==> src/rtl/decode_queue.sv <==
// decode_queue: decodes one RV32I-subset word per cycle into a DEPTH-entry FIFO of micro-ops.
// Valid/ready on both sides; flush empties the queue and reset takes priority over flush.
module decode_queue #(
    parameter int unsigned XLEN     = 32,
    parameter int unsigned DEPTH    = 4,
    parameter int unsigned DROP_NOP = 0
) (
    input  logic                       clk,
    input  logic                       reset,
    input  logic                       flush,
    input  logic                       in_valid,
    output logic                       in_ready,
    input  logic [31:0]                in_instr,
    input  logic [XLEN-1:0]            in_pc,
    output logic                       out_valid,
    input  logic                       out_ready,
    output logic [XLEN-1:0]            out_pc,
    output logic [6:0]                 out_opcode,
    output logic [4:0]                 out_rd,
    output logic [4:0]                 out_rs1,
    output logic [4:0]                 out_rs2,
    output logic [2:0]                 out_func3,
    output logic [XLEN-1:0]            out_imm,
    output logic                       out_LoadStore,
    output logic                       out_ALUSrc,
    output logic                       out_RegWrite,
    output logic                       out_BMS,
    output logic                       out_illegal,
    output logic [3:0]                 out_ALUControl,
    output logic [$clog2(DEPTH+1)-1:0] count
);
    localparam int unsigned AW = $clog2(DEPTH);
    localparam int unsigned CW = $clog2(DEPTH + 1);

    localparam logic [6:0] OpR     = 7'b0110011;
    localparam logic [6:0] OpImm   = 7'b0010011;
    localparam logic [6:0] OpLoad  = 7'b0000011;
    localparam logic [6:0] OpStore = 7'b0100011;
    localparam logic [6:0] OpLui   = 7'b0110111;
    localparam logic [6:0] OpNop   = 7'b0000000;

    localparam logic [3:0] AluOr  = 4'b0001;
    localparam logic [3:0] AluAdd = 4'b0010;
    localparam logic [3:0] AluXor = 4'b0011;
    localparam logic [3:0] AluAnd = 4'b0100;
    localparam logic [3:0] AluSll = 4'b0101;
    localparam logic [3:0] AluSub = 4'b0110;
    localparam logic [3:0] AluSlt = 4'b1000;
    localparam logic [3:0] AluSrl = 4'b1010;
    localparam logic [3:0] AluSra = 4'b1011;
    localparam logic [3:0] AluLui = 4'b1111;

    typedef struct packed {
        logic [XLEN-1:0] pc;
        logic [6:0]      opcode;
        logic [4:0]      rd;
        logic [4:0]      rs1;
        logic [4:0]      rs2;
        logic [2:0]      func3;
        logic [XLEN-1:0] imm;
        logic            ls;
        logic            alusrc;
        logic            regwrite;
        logic            bms;
        logic            illegal;
        logic [3:0]      aluctl;
    } entry_t;

    entry_t          r_mem [DEPTH];
    logic [AW-1:0]   r_wptr;
    logic [AW-1:0]   r_rptr;
    logic [CW-1:0]   r_count;

    entry_t          w_dec;
    entry_t          w_head;
    logic            w_legal;
    logic            w_push;
    logic            w_enq;
    logic            w_pop;
    logic [6:0]      w_opcode;
    logic [2:0]      w_f3;
    logic [6:0]      w_f7;
    logic [XLEN-1:0] w_imm_i;
    logic [XLEN-1:0] w_imm_s;
    logic [XLEN-1:0] w_imm_u;
    logic [XLEN-1:0] w_imm_sh;

    assign w_opcode = in_instr[6:0];
    assign w_f3     = in_instr[14:12];
    assign w_f7     = in_instr[31:25];
    assign w_imm_i  = XLEN'($signed(in_instr[31:20]));
    assign w_imm_s  = XLEN'($signed({in_instr[31:25], in_instr[11:7]}));
    assign w_imm_u  = XLEN'($signed({in_instr[31:12], 12'b0}));
    assign w_imm_sh = XLEN'(in_instr[24:20]);

    always_comb begin
        w_legal      = 1'b1;
        w_dec        = '0;
        w_dec.pc     = in_pc;
        w_dec.opcode = w_opcode;
        w_dec.func3  = w_f3;
        w_dec.rd     = in_instr[11:7];
        w_dec.rs1    = in_instr[19:15];
        w_dec.rs2    = in_instr[24:20];
        case (w_opcode)
            OpR: begin
                w_dec.regwrite = 1'b1;
                case (w_f3)
                    3'b000:  w_dec.aluctl = w_f7[5] ? AluSub : AluAdd;
                    3'b001:  w_dec.aluctl = AluSll;
                    3'b010:  w_dec.aluctl = AluSlt;
                    3'b100:  w_dec.aluctl = AluXor;
                    3'b101:  w_dec.aluctl = w_f7[5] ? AluSra : AluSrl;
                    3'b110:  w_dec.aluctl = AluOr;
                    3'b111:  w_dec.aluctl = AluAnd;
                    default: w_legal = 1'b0;
                endcase
                if (w_f7 == 7'b0100000) begin
                    if (w_f3 != 3'b000 && w_f3 != 3'b101) w_legal = 1'b0;
                end else if (w_f7 != 7'b0000000) begin
                    w_legal = 1'b0;
                end
            end
            OpImm: begin
                w_dec.rs2      = '0;
                w_dec.alusrc   = 1'b1;
                w_dec.regwrite = 1'b1;
                w_dec.imm      = w_imm_i;
                case (w_f3)
                    3'b000: w_dec.aluctl = AluAdd;
                    3'b010: w_dec.aluctl = AluSlt;
                    3'b100: w_dec.aluctl = AluXor;
                    3'b110: w_dec.aluctl = AluOr;
                    3'b111: w_dec.aluctl = AluAnd;
                    3'b001: begin
                        w_dec.aluctl = AluSll;
                        w_dec.imm    = w_imm_sh;
                        if (w_f7 != 7'b0000000) w_legal = 1'b0;
                    end
                    3'b101: begin
                        w_dec.imm = w_imm_sh;
                        if (w_f7 == 7'b0000000)      w_dec.aluctl = AluSrl;
                        else if (w_f7 == 7'b0100000) w_dec.aluctl = AluSra;
                        else                         w_legal = 1'b0;
                    end
                    default: w_legal = 1'b0;
                endcase
            end
            OpLoad: begin
                w_dec.rs2      = '0;
                w_dec.ls       = 1'b1;
                w_dec.alusrc   = 1'b1;
                w_dec.regwrite = 1'b1;
                w_dec.aluctl   = AluAdd;
                w_dec.imm      = w_imm_i;
                w_dec.bms      = (w_f3 == 3'b000);
                w_legal        = (w_f3 == 3'b000) || (w_f3 == 3'b010);
            end
            OpStore: begin
                w_dec.rd     = '0;
                w_dec.ls     = 1'b1;
                w_dec.alusrc = 1'b1;
                w_dec.aluctl = AluAdd;
                w_dec.imm    = w_imm_s;
                w_dec.bms    = (w_f3 == 3'b000);
                w_legal      = (w_f3 == 3'b000) || (w_f3 == 3'b010);
            end
            OpLui: begin
                w_dec.rs1      = '0;
                w_dec.rs2      = '0;
                w_dec.alusrc   = 1'b1;
                w_dec.regwrite = 1'b1;
                w_dec.aluctl   = AluLui;
                w_dec.imm      = w_imm_u;
            end
            OpNop: begin
                w_dec.rd    = '0;
                w_dec.rs1   = '0;
                w_dec.rs2   = '0;
                w_dec.func3 = '0;
            end
            default: w_legal = 1'b0;
        endcase
        if (w_dec.rd == 5'd0) w_dec.regwrite = 1'b0;
        // Illegal words keep only what a trap handler needs to report them.
        if (!w_legal) begin
            w_dec         = '0;
            w_dec.pc      = in_pc;
            w_dec.opcode  = w_opcode;
            w_dec.func3   = w_f3;
            w_dec.illegal = 1'b1;
        end
    end

    assign in_ready  = (r_count < CW'(DEPTH));
    assign out_valid = (r_count != '0);
    assign w_push    = in_valid && in_ready;
    assign w_enq     = w_push && !((DROP_NOP != 0) && (w_opcode == OpNop));
    assign w_pop     = out_valid && out_ready;

    always_ff @(posedge clk) begin
        if (reset || flush) begin
            r_count <= '0;
            r_wptr  <= '0;
            r_rptr  <= '0;
        end else begin
            if (w_enq) r_wptr <= r_wptr + AW'(1);
            if (w_pop) r_rptr <= r_rptr + AW'(1);
            if (w_enq && !w_pop)      r_count <= r_count + CW'(1);
            else if (!w_enq && w_pop) r_count <= r_count - CW'(1);
        end
    end

    always_ff @(posedge clk) begin
        if (w_enq && !reset && !flush) r_mem[r_wptr] <= w_dec;
    end

    assign w_head         = out_valid ? r_mem[r_rptr] : '0;
    assign out_pc         = w_head.pc;
    assign out_opcode     = w_head.opcode;
    assign out_rd         = w_head.rd;
    assign out_rs1        = w_head.rs1;
    assign out_rs2        = w_head.rs2;
    assign out_func3      = w_head.func3;
    assign out_imm        = w_head.imm;
    assign out_LoadStore  = w_head.ls;
    assign out_ALUSrc     = w_head.alusrc;
    assign out_RegWrite   = w_head.regwrite;
    assign out_BMS        = w_head.bms;
    assign out_illegal    = w_head.illegal;
    assign out_ALUControl = w_head.aluctl;
    assign count          = r_count;

endmodule

==> config.mk <==
export PLATFORM = sky130hd
export DESIGN_NAME = decode_queue
export DESIGN_NICKNAME = d
export VERILOG_FILES = /design/src/rtl/decode_queue.sv
export SDC_FILE = /design/constraint.sdc
export NUM_CORES = 1
export LEC_CHECK = 0
export BUFFER_PORTS_ARGS = -buffer_cell sky130_fd_sc_hd__buf_4
export CAP_MARGIN = 5
export CORE_AREA = 2 2 184 168
export CTS_CLUSTER_DIAMETER = 200
export DETAILED_ROUTE_END_ITERATION = 8
export DIE_AREA = 0 0 186 170
export PLACE_DENSITY = 0.75
export SLEW_MARGIN = 0
export SYNTH_ARGS = -nofsm -noshare
export SYNTH_HDL_FRONTEND = slang
export SYNTH_SLANG_ARGS = --single-unit
==> constraint.sdc <==
create_clock -name clk -period 6.2 [get_ports clk]
set_input_delay 1.24 -clock clk [delete_from_list [all_inputs] [get_ports clk]]
set_output_delay 1.24 -clock clk [all_outputs]
set_load 0.02 [all_outputs]
==> summary.md, run 1 <==
| Metric | Value |
|---|---|
| RSZ-0062 raised after global routing | no |
| CTS H-tree depth | 2 |
| Largest net degree at the start of global routing | 61 |
| Leak Pwr | 0.00640 uW |
| Buffers on Ports | 171 |
| Crit-path cells | buf_4, mux4_2, and2_1, buf_4 |
| Arrival @ worst endpoint | 2.87 ns |
| Vias in the first global route | 8511 |
| Placer Congestion | 0.847 |
| DP HPWL | 20.6 mm |
| Fin. Hold Viols | 0 |
| N_diodes | 0 |
| Critical Path RT | 4.96 ns |
| Clk_lat worst skew | 0.53 ns |
| CTS-repair resized insts | 0 |
| Ports | 172 |
| FF+latch count, synth | 401 |
| Post-CTS Setup Repair Bufs | 0 |
| Final Slew Violations | 0 |
| Clock Path Buffers | 3 |
| Synth area leader | edfxtp_1 |
| # setup viols final | 0 |
| Root buffer cell | clkbuf_16 |
| Core Footprint | 29700 um^2 |
| Drt via density | 5.89 |
| Drt pass-1 iters | 5 |
| First-pass GRT wire length | 50.2 mm |
| CTS Hold Bufs | 0 |
| Initial Util | 54.5% |
| Slew headroom | 27.8% |
| Worst setup path class | reg2out |
| Synth area leaders | edfxtp_1, mux4_2, and2_1, a22oi_1, dfxtp_1 |
| Max Cap Viol | 0 |
| M3 GR Usage | 4.24% |
| Family with the most delay on the worst path | flip-flops |
| Syn_nets | 916 |
| Drt initial violations | 822 |
| Routed Antenna Nets | 0 |
| Worst-Margin Slew | 1.08 ns |
| Final nets | 1091 |
| Most Frequent Cell on Critical Path | buf_4 |
| Buf/Inv on CP | 2 |
| Grt ovf | 0 |
| Post-synth ARST share | 0% |
| Synth Flop Type | edfxtp_1 |
| CP max stage delay | 0.83 ns |
| Synth cell types | 43 |
| Critical path's slowest cell | dfxtp_4 |
| PD cells | 306 nW/um^2 |
| CTS tree | built |
| Register area share after synthesis | 73.9% |
| DIE AREA | 31600 um^2 |
| CTS Buf Count | 40 |
| Setup TNS | 0 ns |
| Clock sink count | 401 |
| Layout cells sized above 1 | 33.9% |
| Minimum clock period | 4.11 ns |
| Syn Inst Count | 841 |
| Final worst-path cycle share | 66.4% |
| EDFF count, synth | 392 |
| Area grow syn2layout | 18.3% |
| Worst Setup End Kind | primary output |
| Met2 GRT Util | 33.7% |
| Via count | 8528 |
| Synthesized cell area | 16200 um^2 |
| Worst vdd ir | 0.000231 V |
| Outcome | finished, final reports clean |
| Clk slew on worst S/H paths | 0.06 ns |
| Top Usage Layer GRT | met2 |
| DRC violations left | 0 |
| Largest fanout on the critical path | 36 |
| Synthesized area per cell | 19.2 um^2 |
| Die H | 170 um |
| Initial antenna violation count | 0 |
| Top cell type's share of synthesized area | 72.8% |
| Post-Route WL | 33.3 mm |
| Hold slack | 0.540 ns |
| Warning count from the yosys run | 0 |
| Total track usage | 21.2% |
| Die Width | 186 um |
| Hold Crit Class | reg2reg |
| Layout Skew | 0.0208 ns |
| Average wire per cell in the routed design | 23.0 um |
| M1 GR Usage | 30.9% |
| Peak Freq | 243 MHz |
| Row count | 60 |
| Worst setup SP type | flip-flop |
==> placed cells by master (no fill, tap or decap), types with 3 or more instances in the layout <==
| cell | count |
|---|---|
| inv_1 | 8 |
| nor4_1 | 3 |
| o21ai_0 | 5 |
| clkbuf_16 | 41 |
| a21oi_1 | 18 |
| edfxtp_1 | 392 |
| dfxtp_1 | 7 |
| xor2_1 | 4 |
| clkinv_2 | 8 |
| and2_1 | 108 |
| clkbuf_1 | 7 |
| ha_1 | 5 |
| or3_1 | 3 |
| clkinv_1 | 8 |
| nor2_1 | 19 |
| buf_4 | 187 |
| nand2_1 | 32 |
| a22oi_1 | 26 |
| nand3_1 | 11 |
| mux4_2 | 98 |
| and3_4 | 4 |
| nor2b_1 | 11 |
==> cell usage after synthesis (2+ instances only) <==
library cell,number
edfxtp_1,392
and2_1,108
mux4_2,98
clkbuf_1,41
nand2_1,32
a22oi_1,26
nor2_1,19
a21oi_1,18
nand3_1,11
nor2b_1,11
buf_2,10
dfxtp_1,9
inv_1,8
and3_1,6
ha_1,5
o21ai_0,5
or3_1,4
xor2_1,4
nor4_1,3
a221o_1,2
buf_6,2
nor3_1,2
o2111ai_1,2
o211ai_1,2
o31ai_1,2
or2_2,2
==> layout make-up <==
cell class / instances / area (um^2)
clock inverters: 22 / 165
repair buffers: 187 / 1400
clock buffers: 50 / 1080
well taps: 403 / 504
fillers: 2042 / 10500
flip-flops and latches: 401 / 12000
inverters: 8 / 30.0
multi-input cells: 378 / 3980
==> state kept, by name, summed over array words and instances, names as in the netlist, named ones only <==
signal,cells
r_rptr,2
r_mem,392
count,3
r_wptr,2
==> worst register-to-register path, cell delays in order, from the launching register on <==
cell and delay, ns:
dfxtp_1 0.36, or3_2 0.96, nand2_1 0.30, ha_1 0.21, inv_1 0.06, fa_1 0.37, xor2_1 0.16, or3_1 0.30
a21oi_1 0.14
==> cell families (layout without fill, tap and decap cells) <==
family / after synthesis / after routing / share of synthesized area (%)
flip-flops: 401 / 401 / 73.9
AND/OR/NAND/NOR: 204 / 204 / 7.10
multiplexers: 99 / 99 / 13.7
AO/OA/AOI/OAI: 64 / 64 / 2.86
buffers and inverters: 62 / 267 / 1.63
adder cells (fa/ha/maj): 6 / 6 / 0.511
XOR/XNOR: 5 / 5 / 0.271
==> report_power, final <==
| part | total [uW] | switching [uW] | internal (uW) |
|---|---|---|---|
| Sequential | 3000 | 17.7 | 2980 |
| Clock | 2290 | 974 | 1320 |
| Combinational | 551 | 314 | 237 |
==> final timing paths <==
| path | from | to | slack, ns | cells after the start |
|---|---|---|---|---|
| max | flip-flop | out_pc[5] | 2.09 | 4 |
| min | r_rptr[0] | flip-flop | 0.54 | 2 |
| max reg2reg | count[0] | count[2] | 3.28 | 8 |
| min reg2reg | r_rptr[0] | flip-flop | 0.54 | 2 |
==> layer usage <==
metal | share of wire, % | vias up
met5 | 0 | -
met3 | 9.1 | 47
met2 | 48 | 407
li1 | - | 3705
met4 | 1.6 | 0
met1 | 42 | 4369
==> metrics by stage <==
stage	utilization, %	setup WS, ns	power [uW]	cells	instance area [um^2]
2_1_floorplan	-	1.79	3370	841	16200
3_3_place_gp	60.3	2.30	3610	1377	17900
3_5_place_dp	60.3	2.25	3610	1377	17900
4_1_cts	64.5	1.96	5900	1449	19100
5_1_grt	64.5	1.83	6040	1449	19100
6_report	64.5	2.09	5850	1449	19100
(Power assumes the default switching activity.)
==> run 2: changes to the inputs <==
clock period = 4.14 ns   (was 6.2 ns; I/O delays follow)
==> run 2 against run 1 <==
- final cell count up 0.55%
- critical path depth stayed put
- total power is 51% higher
- setup slack lost 1.3 ns
- core utilization rose by 0.68 points
- sequential share of layout area fell by 0.65 points
- die area unchanged
- critical endpoint is now out_imm[16]
- largest cell class unchanged
- largest power group unchanged
==> summary.md, run 2 (synthesized netlist as in run 1, its figures left out) <==
| Metric | Value |
|---|---|
| Max FFs per register | 392 (unchanged) |
| Total track usage | 21.5% (+0.30 points) |
| Via count | 8483 (-0.53%) |
| Hold Crit Class | in2reg |
| Fill cells | 1997 (-2.2%) |
| N_diodes | 0 (unchanged) |
| Tot Pwr | 8840 uW (+51%) |
| Leak Pwr | 0.00648 uW (+1.2%) |
| Fin. Hold Viols | 0 (unchanged) |
| Post-CTS Setup Repair Bufs | 0 (unchanged) |
| Drt initial violations | 775 (-5.7%) |
| DIE AREA | 31600 um^2 (unchanged) |
| Worst setup SP type | flip-flop |
| Root buffer cell | clkbuf_16 |
| Average wire per cell in the routed design | 23.0 um (-0.16%) |
| Critical Path RT | 3.31 ns (-1.65 ns) |
| CP max stage delay | 0.79 ns (-0.04 ns) |
| Final Slew Violations | 0 (unchanged) |
| DRC violations left | 0 (unchanged) |
| Worst vdd ir | 0.000315 V (+36%) |
| Layout cells sized above 1 | 34.3% (+0.41 points) |
| Vias in the first global route | 8578 (+0.79%) |
| Initial Util | 54.5% (unchanged) |
| Clock sink count | 401 (unchanged) |
| Crit-path cells | buf_12, mux4_2, and2_1, buf_4 |
| Grt ovf | 0 (unchanged) |
| Largest net degree at the start of global routing | 52 (-15%) |
| RSZ-0062 raised after global routing | no |
| Arrival @ worst endpoint | 2.57 ns (-0.30 ns) |
| # setup viols final | 0 (unchanged) |
| Fin cells | 1457 (+0.55%) |
| Ports | 172 (unchanged) |
| Clk slew on worst S/H paths | 0.06 ns (about the same) |
| Register area | 12000 um^2 (unchanged) |
| Most common cell after layout, fill and taps aside | edfxtp_1 |
| PD cells | 458 nW/um^2 (+50%) |
| Worst Setup Slack, final | 0.742 ns (-1.34 ns) |
| Routed Antenna Nets | 0 (unchanged) |
| Largest register by flop count | r_mem |
| CTS Buf Count | 40 (unchanged) |
| Max Cap Viol | 0 (unchanged) |
| Outcome | finished, final reports clean |
| Peak Freq | 294 MHz |
| Die H | 170 um (unchanged) |
| CTS Hold Bufs | 0 (unchanged) |
| Critical path's slowest cell | dfxtp_4 |
| Multi-input logic area | 3980 um^2 (unchanged) |
| Die Width | 186 um (unchanged) |
| Placer Congestion | 0.861 (+1.7%) |
| Largest fanout on the critical path | 30 (-17%) |
| Area grow syn2layout | 19.5% |
| Leading cell types in the layout, fill and taps excluded | edfxtp_1, buf_4, and2_1 |
| Clock Path Buffers | 3 (unchanged) |
| Final nets | 1100 (+0.82%) |
| Clk_lat worst skew | 0.53 ns (about the same) |
| Buffers on Ports | 171 (unchanged) |
| Pre-CTS WS | 0.974 ns (-1.28 ns) |
| Worst Setup End Kind | primary output |
| Worst-Margin Slew | 0.912 ns (-0.171 ns) |
| Core Footprint | 29700 um^2 (unchanged) |
| Minimum clock period | 3.40 ns |
| Row count | 60 (unchanged) |
| Final worst-path cycle share | 82.1% |
| Placed Instances | 1386 (+0.65%) |
| First-pass GRT wire length | 50.7 mm (+1.1%) |
| CTS tree | built |
| DP HPWL | 21.4 mm (+3.9%) |
| CTS H-tree depth | 2 (unchanged) |
| Initial antenna violation count | 0 (unchanged) |
| Post-Route WL | 33.4 mm (+0.39%) |
| Slew headroom | 38.7% (+11 points) |
| CTS-repair resized insts | 0 (unchanged) |
| Layout Skew | 0.0150 ns (-0.00578 ns) |
| Drt pass-1 iters | 5 (unchanged) |
| Setup TNS | 0 ns (unchanged) |
| Worst setup path class | reg2out |
| Drt via density | 5.82 (-1.1%) |
| Post-layout util | 65.2% (+0.68 points) |
## run 2: cell count changes in the layout (fill, tap and decap cells not counted)
| cell | before | now |
|---|---|---|
| buf_12 | 0 | 9 |
| bufinv_16 | 2 | 4 |
| clkbuf_1 | 7 | 9 |
| clkbuf_8 | 2 | 0 |
| clkinv_1 | 8 | 7 |
| clkinv_2 | 8 | 7 |
| clkinv_4 | 2 | 0 |
| clkinvlp_4 | 0 | 1 |
## run 2: stage by stage
step / area (um^2) / hold WS (ns)
after floorplan: 16200 / 0.485
after global placement: 18100 / 0.512
after detailed placement: 18100 / 0.526
after CTS: 19300 / 0.488
after global routing: 19300 / 0.495
final: 19300 / 0.501
## run 2: layer usage
layer  share of wire [%]  GRT usage [%]  vias to the layer above  wire [um]
li1                    -              -                     3727          -
met1                  41           30.9                     4296      13800
met2                  48           34.5                      416      16100
met3                 9.1           4.81                       44       3040
met4                 1.5           4.48                        0        500
met5                   0              0                        -          0
## run 2: final cells by class
class                      instances  share of cell area [%]
tap                              403                    2.61
timing repair buffer             196                    8.20
clock inverter                    21                    1.07
multi-input combinational        378                    20.6
inverter                           8                   0.155
clock buffer                      50                    5.48
sequential                       401                    61.9
## run 2: path summary, 6_finish.rpt
path | cells after the start | to | slack, ns | start
max | 4 | out_imm[16] | 0.74 | flip-flop
max reg2reg | 8 | count[2] | 1.35 | count[0]
min | 1 | r_mem[3][66] | 0.50 | in_pc[0]
min reg2reg | 2 | flip-flop | 0.54 | r_rptr[0]
## run 2: worst max-delay path, delay by kind of cell (launching register included)
family                 cells  cell delay (ns)
and+or+nand+nor            1             0.18
muxes                      1             0.56
buffers and inverters      2             0.46
DFF                        1             0.79
## run 2: report_power, final
group | total [uW] | internal [uW] | switching [uW]
sequential | 4490 | 4470 | 25.7
clock | 3500 | 2060 | 1440
combinational | 848 | 370 | 478
